## src/rtl/jenc_pkg.sv

```systemverilog
// ============================================================================
//  jenc_pkg : shared constants and types for the jump_field_encoder slice
//  Revision : 1.0  initial release
// ============================================================================
`default_nettype none

package jenc_pkg;

   localparam int unsigned JENC_ADDR_W   = 32;
   localparam int unsigned JENC_IDX_W    = JENC_ADDR_W - 6;
   localparam int unsigned JENC_REGION_W = 4;

   localparam logic [1:0] ERR_MISALIGN = 2'b01;
   localparam logic [1:0] ERR_REGION   = 2'b10;

   typedef struct packed {
      logic [JENC_ADDR_W-1:0] target;
      logic [JENC_ADDR_W-1:0] pc_plus4;
   } stage_payload_t;

endpackage

`default_nettype wire

```

## src/rtl/jenc_pipe_stage.sv

```systemverilog
// ============================================================================
//  jenc_pipe_stage : generic valid/ready register slice, full throughput
//  Revision : 1.0  initial release
// ============================================================================
`default_nettype none

module jenc_pipe_stage #(
   parameter int DATA_W = 8
) (
   input  logic              clk,
   input  logic              rst_n,
   input  logic              in_valid,
   output logic              in_ready,
   input  logic [DATA_W-1:0] in_data,
   output logic              out_valid,
   input  logic              out_ready,
   output logic [DATA_W-1:0] out_data
);

   logic              valid_q;
   logic              valid_d;
   logic [DATA_W-1:0] data_q;
   logic [DATA_W-1:0] data_d;

   // Ready when empty or when the held entry leaves this same cycle.
   assign in_ready  = !valid_q || out_ready;
   assign out_valid = valid_q;
   assign out_data  = data_q;

   always_comb begin
      valid_d = valid_q;
      data_d  = data_q;
      if (in_ready) begin
         valid_d = in_valid;
         if (in_valid) begin
            data_d = in_data;
         end
      end
   end

   always_ff @(posedge clk) begin
      if (!rst_n) begin
         valid_q <= 1'b0;
         data_q  <= '0;
      end else begin
         valid_q <= valid_d;
         data_q  <= data_d;
      end
   end

endmodule

`default_nettype wire

```

## src/rtl/jump_field_encoder.sv

```systemverilog
// ============================================================================
//  jump_field_encoder : byte-address jump target -> 26-bit J/JAL instr_index
//  Optional macro JENC_ERR_COUNT_EN adds err_count / err_clr.
//  Revision : 1.0  initial release
// ============================================================================
`default_nettype none

module jump_field_encoder
   import jenc_pkg::*;
#(
   parameter int ADDR_W   = JENC_ADDR_W,
   parameter int IDX_W    = JENC_IDX_W,
   parameter int REGION_W = JENC_REGION_W
) (
   input  logic              clk,
   input  logic              rst_n,
   input  logic              in_valid,
   output logic              in_ready,
   input  logic [ADDR_W-1:0] in_target,
   input  logic [ADDR_W-1:0] in_pc,
   output logic              out_valid,
   input  logic              out_ready,
   output logic [IDX_W-1:0]  out_index,
   output logic [1:0]        out_err
`ifdef JENC_ERR_COUNT_EN
   ,
   input  logic              err_clr,
   output logic [15:0]       err_count
`endif
);

   localparam int S1_W = 2 * ADDR_W;
   localparam int S2_W = IDX_W + 2;

   logic [S1_W-1:0]   s1_in_data;
   logic              s1_valid;
   logic              s1_ready;
   logic [S1_W-1:0]   s1_data;
   logic [ADDR_W-1:0] s1_target;
   logic [ADDR_W-1:0] s1_pc_plus4;

   logic [IDX_W-1:0]  enc_index;
   logic [1:0]        enc_err;
   logic [S2_W-1:0]   s2_in_data;
   logic [S2_W-1:0]   s2_data;

   // Carry out of the PC increment is dropped: the region wraps to zero.
   assign s1_in_data = {in_target, in_pc + ADDR_W'(4)};

   jenc_pipe_stage #(
      .DATA_W (S1_W)
   ) u_stage1 (
      .clk       (clk),
      .rst_n     (rst_n),
      .in_valid  (in_valid),
      .in_ready  (in_ready),
      .in_data   (s1_in_data),
      .out_valid (s1_valid),
      .out_ready (s1_ready),
      .out_data  (s1_data)
   );

   assign s1_target   = s1_data[S1_W-1:ADDR_W];
   assign s1_pc_plus4 = s1_data[ADDR_W-1:0];

   always_comb begin
      enc_index = s1_target[IDX_W+1:2];
      enc_err   = 2'b00;
      if (|s1_target[1:0]) begin
         enc_err = enc_err | ERR_MISALIGN;
      end
      if (s1_target[ADDR_W-1 -: REGION_W] != s1_pc_plus4[ADDR_W-1 -: REGION_W]) begin
         enc_err = enc_err | ERR_REGION;
      end
   end

   // Only the region bits of pc_plus4 take part in the encode.
   logic unused_pc_bits;
   assign unused_pc_bits = ^s1_pc_plus4[ADDR_W-REGION_W-1:0];

   assign s2_in_data = {enc_index, enc_err};

   jenc_pipe_stage #(
      .DATA_W (S2_W)
   ) u_stage2 (
      .clk       (clk),
      .rst_n     (rst_n),
      .in_valid  (s1_valid),
      .in_ready  (s1_ready),
      .in_data   (s2_in_data),
      .out_valid (out_valid),
      .out_ready (out_ready),
      .out_data  (s2_data)
   );

   assign out_index = s2_data[S2_W-1:2];
   assign out_err   = s2_data[1:0];

`ifdef JENC_ERR_COUNT_EN
   logic [15:0] err_count_q;
   logic [15:0] err_count_d;

   always_comb begin
      err_count_d = err_count_q;
      if (err_clr) begin
         err_count_d = 16'h0000;
      end else if (out_valid && out_ready && (|out_err) && (err_count_q != 16'hFFFF)) begin
         err_count_d = err_count_q + 16'd1;
      end
   end

   always_ff @(posedge clk) begin
      if (!rst_n) begin
         err_count_q <= 16'h0000;
      end else begin
         err_count_q <= err_count_d;
      end
   end

   assign err_count = err_count_q;
`endif

endmodule

`default_nettype wire
```

## config.mk

```make
export PLATFORM = sky130hd
export DESIGN_NAME = jump_field_encoder
export DESIGN_NICKNAME = d
export VERILOG_FILES = /design/src/rtl/jenc_pkg.sv /design/src/rtl/jenc_pipe_stage.sv /design/src/rtl/jump_field_encoder.sv
export SDC_FILE = /design/constraint.sdc
export NUM_CORES = 1
export LEC_CHECK = 0
export CORE_MARGIN = 8
export CORE_UTILIZATION = 30
export CTS_CLUSTER_SIZE = 8
export DETAILED_ROUTE_END_ITERATION = 7
export HOLD_SLACK_MARGIN = 0.12
export MAX_ROUTING_LAYER = met4
export PLACE_DENSITY = 0.6
export SLEW_MARGIN = 20
export SYNTH_ARGS = -nofsm -noshare
export SYNTH_HDL_FRONTEND = slang
export SYNTH_HIERARCHICAL = 1
export SYNTH_SLANG_ARGS = --single-unit
```

## constraint.sdc

```tcl
create_clock -name clk -period 2.09 [get_ports clk]
set_clock_uncertainty 0.2 [all_clocks]
set_input_delay 0.418 -clock clk [delete_from_list [all_inputs] [get_ports clk]]
set_output_delay 0.418 -clock clk [all_outputs]
set_load 0.005 [all_outputs]
```

# Word level (Yosys, flattened, before mapping)
# Index checks and enable logic that the tools add are counted.
[op_classes]
reduce_logical = 7
n_shift = 0
n_div = 0
bitwise = 0
n_mul = 0
muxes = 2
addsub = 1
order_cmp = 0
eq_ne = 1
[ops]
columns = ["cell", "n"]
rows = [
  ["$add 32x3->32 const B", 1],
  ["$ne 4x4->1", 1],
  ["$reduce_and 2->1", 2],
  ["$logic_not 1->1", 2],
  ["$logic_or 1x1->1", 2],
  ["$mux 2", 1],
  ["$reduce_or 2->1", 1],
  ["$mux 1", 1],
]
[totals]
elab_cells = 15
latch_bits = 0
mem_bits_ro = 0
output_inout_bits = 30
inputBits = 68
n_memories = 0
regBits = 94
mem_bits_rw = 0

# Longest topological paths before layout
[depth]
ltp_word = 4
ltp_mapped = 7
mapped_depth_nobuf = 7

# Modules after synthesis
# Netlist, hierarchy kept.
[by_module_without_submodules]
columns = ["mod", "instances", "cells_each", "area_per_inst_um2", "seq_area_each_um2"]
rows = [
  ["jenc_pipe_stage at u_stage1", 1, 282, 2655.0, 1301.2],
  ["jenc_pipe_stage at u_stage2", 1, 126, 1189.9, 580.6],
  ["jump_field_encoder", 1, 87, 613.1, 0.0],
]

# Worst setup path before layout
# Ideal clock, no wire load.
[synth_path]
path_type = "in2reg"
from = "in in_pc[2]"
to = "reg u_stage1.data_q[28], in the netlist u_stage1/out_data[28]"
path_slack_ns = 0.247
t_arrival_ns = 1.571
path_stages = 7
setup_ns = 0.072
required_time_ns = 1.818
path_buffers = 0
path_cell_list = "ha_1 nand3_1 nor4_4 nand4_1 xnor2_1 nand2_1 mux2i_1"
[synth_via]
elab_chain_len = 1
[synth_lines]
columns = ["element", "line_no", "rtl"]
rows = [
  ["from (decl)", "jump_field_encoder.sv:20", "input logic [ADDR_W-1:0] in_pc,"],
  ["$add 32x3->32", "jump_field_encoder.sv:48", "assign s1_in_data = {in_target, in_pc + ADDR_W'(4)};"],
  ["via s1_in_data[28]", "jump_field_encoder.sv:35", "logic [S1_W-1:0] s1_in_data;"],
  ["to (signal assigned)", "jenc_pipe_stage.sv:47", "data_q <= data_d;"],
  ["to (decl)", "jenc_pipe_stage.sv:22", "logic [DATA_W-1:0] data_q;"],
]
# The timed path passes the listed nets, and every way through them passes these cells.
# A chain may end at the register's enable or synchronous reset.

# Final worst setup path
[layout_path]
from = "in out_ready"
to = "out in_ready"
[layout_via]
elab_chain_len = 2
[layout_lines]
columns = ["element", "line_no", "rtl"]
rows = [
  ["from (decl)", "jump_field_encoder.sv:22", "input logic out_ready,"],
  ["$logic_or 1x1->1", "jenc_pipe_stage.sv:26", "assign in_ready = !valid_q || out_ready;"],
  ["via s1_ready", "jump_field_encoder.sv:37", "logic s1_ready;"],
  ["$logic_or 1x1->1", "jenc_pipe_stage.sv:26", ""],
  ["to (decl)", "jump_field_encoder.sv:18", "output logic in_ready,"],
]
# The timed path passes the listed nets, and every way through them passes these cells.

==> results.toml <==
[routing]
vias_per_cell = 4.218
highest_layer = "met4"
drt-total-wl_um = 6754
drc = 0
met3_length_um = 553
drt_iter0_markers = 71
drtPass1Iterations = 4
drtAntennaViolNets = 0
dr_wl_met2_um = 3009
routedWlPerCell_um = 12.28
vias = 2320
wl_met1_um = 3105

[timing]
hold_slack_ns = 0.1922
setup_violations = 0
period_needed_ns = 1.957
setup_tns_ns = 0
max_slew_margin = 0.8043
rsz0062_at_grt = "false"
hold_viol_final = 0
max_slew.worst_pin.slew_ns = 0.2913
fin_ws_ns = 0.1329
maxSlewViolCount = 0
period_share = 0.9364
max_freq_mhz = 511.0

[place]
portBuffers = 95
dp_hpwl_um = 5044
pre_cts_ws_ns = -0.1319
gp_congestion = 0.7102

[die]
die_h_um = 115.8
design.core.area_um2 = 9729
die-width_um = 115.8
core.rowCount = 36
start_util = 0.3072
io_pins = 98
dieArea_um2 = 13410

[power_and_ir_drop]
p_per_area_nw_per_um2 = 688.7
p_comb_frac = 0.137
p_sw_uw = 678.5
p_sw_frac = 0.2331
power_mw = 2.911
ir_drop_v = 0.0002324
p_clk_frac = 0.398
leakagePower_nw = 1.658
p_int_mw = 2.232
seqPwrFrac = 0.465

[setup_path]
path_class = "primary input to output port"
cp_max_fo = 2
ff2ff_path_depth = 6
cp-end-kind = "output port"
cp.arrival_ns = 1.34
r2r_slack_ns = 0.60
cp-start-kind = "primary input"
required_ns = 1.47

[clock_tree]
cts_made_buffers = 9
cts-root-buf = "clkbuf_8"
clock_path_buffers = 2
clock_sinks = 66
cts_hold_buf = 0
cts_tree = "built"
h-tree-depth = 3
cts.clk_slew.worst_paths_ns = 0.07
insertion_delay_ns = 0.33
postCtsSetupBuffers = 0

[yosys]
yosys_warnings = 6
syn_avg_cell_area_um2 = 9.283
syn_inst = 322
syn_nets = 391
syn-cell-area_um2 = 2989

[global_route]
grt_first_pass_wirelength_um = 11280
grt-ovfl-total = 0
antenna_found_initial = 0
grt_pass1_vias = 2439
grt_start_max_net_pins = 73
grtUsageTotal = 0.1078

[job]
cap_violations = 0

[finish]
fin_nets = 481
antenna_cells = 0
fillers = 977
fin_util = 0.4344
syn_to_final_growth_pct = 41.40
drive_gt1_frac = 0.08153

[min_path]
worstHoldPathType = "primary input to register"
holdPathStages = 3

[outcome]
status = "finished, final reports clean"
## metal layers
| layer | up-vias | track usage |
|---|---|---|
| li1 | 1227 | - |
| met1 | 1018 | 0.1247 |
| met2 | 67 | 0.1630 |
| met3 | 8 | 0.04325 |
| met4 | 0 | 0.04408 |
| met5 | - | - |
## sequential cells by signal, summed over array words and instances (netlist names)
signal,count
u_stage1/out_valid,1
u_stage2/out_valid,1
u_stage1/out_data,36
u_stage2/out_data,28
## critical path, cell delays in order
cell	delay, ns
clkdlybuf4s50_1	0.39
nand2b_4	0.14
nand2b_4	0.13
dlygate4sd2_1	0.26
## cell usage in the layout, fill, tap and decap left out
cell type / instances
xnor2_1: 8
clkinv_4: 1
buf_4: 3
buf_12: 6
nand2b_4: 2
nand3_1: 6
a21boi_0: 2
inv_1: 2
dlygate4sd2_1: 1
mux2i_1: 64
clkdlybuf4s50_1: 93
and2_4: 2
or2_2: 1
bufinv_16: 2
nand3_2: 1
nand2_1: 128
clkinvlp_4: 2
nand4_1: 7
clkbuf_8: 9
nor3_1: 1
clkinv_2: 2
nor2_1: 3
nand4_2: 1
dfxtp_1: 66
ha_1: 1
nor4_4: 2
and3_1: 1
## power by group through the flow
stage / sequential [mW] / clock [mW] / combinational (mW)
final: 1.35 / 1.16 / 0.400
after detailed placement: 1.38 / 0 / 0.407
after CTS: 1.35 / 1.21 / 0.408
after global placement: 1.38 / 0 / 0.399
after global routing: 1.36 / 1.26 / 0.440
after floorplan: 1.38 / 0 / 0.223
## area by class of cell
cell class | count | area, um2 | share of cell area
Timing Repair Buffer | 103 | 1082 | 0.2561
Clock inverter | 7 | 93.84 | 0.02220
Multi-Input combinational cell | 230 | 1431 | 0.3387
Sequential cell | 66 | 1321 | 0.3126
Clock buffer | 9 | 123.9 | 0.02931
Inverter | 2 | 7.507 | 0.001776
Tap cell | 133 | 166.4 | 0.03937
## what timing repair did
| item | in CTS | in global routing |
|---|---|---|
| hold endpoints to repair | 0 | 0 |
| setup endpoints to repair | 1 | 0 |
| resized for setup | 1 | 0 |
## metrics by stage
stage | std cells | area, um2
after detailed placement | 534 | 4010
after global routing | 550 | 4227
after CTS | 550 | 4227
final | 550 | 4227
after global placement | 534 | 4010
after floorplan | 322 | 2989
## path summary, 6_finish.rpt
path / to / from
max: in_ready / out_ready
min: u_stage2/out_data[15] / rst_n
max reg2reg: u_stage1/out_data[42] / u_stage2/out_valid
min reg2reg: u_stage2/out_data[7] / u_stage1/out_data[39]
(Power assumes the default switching activity.)
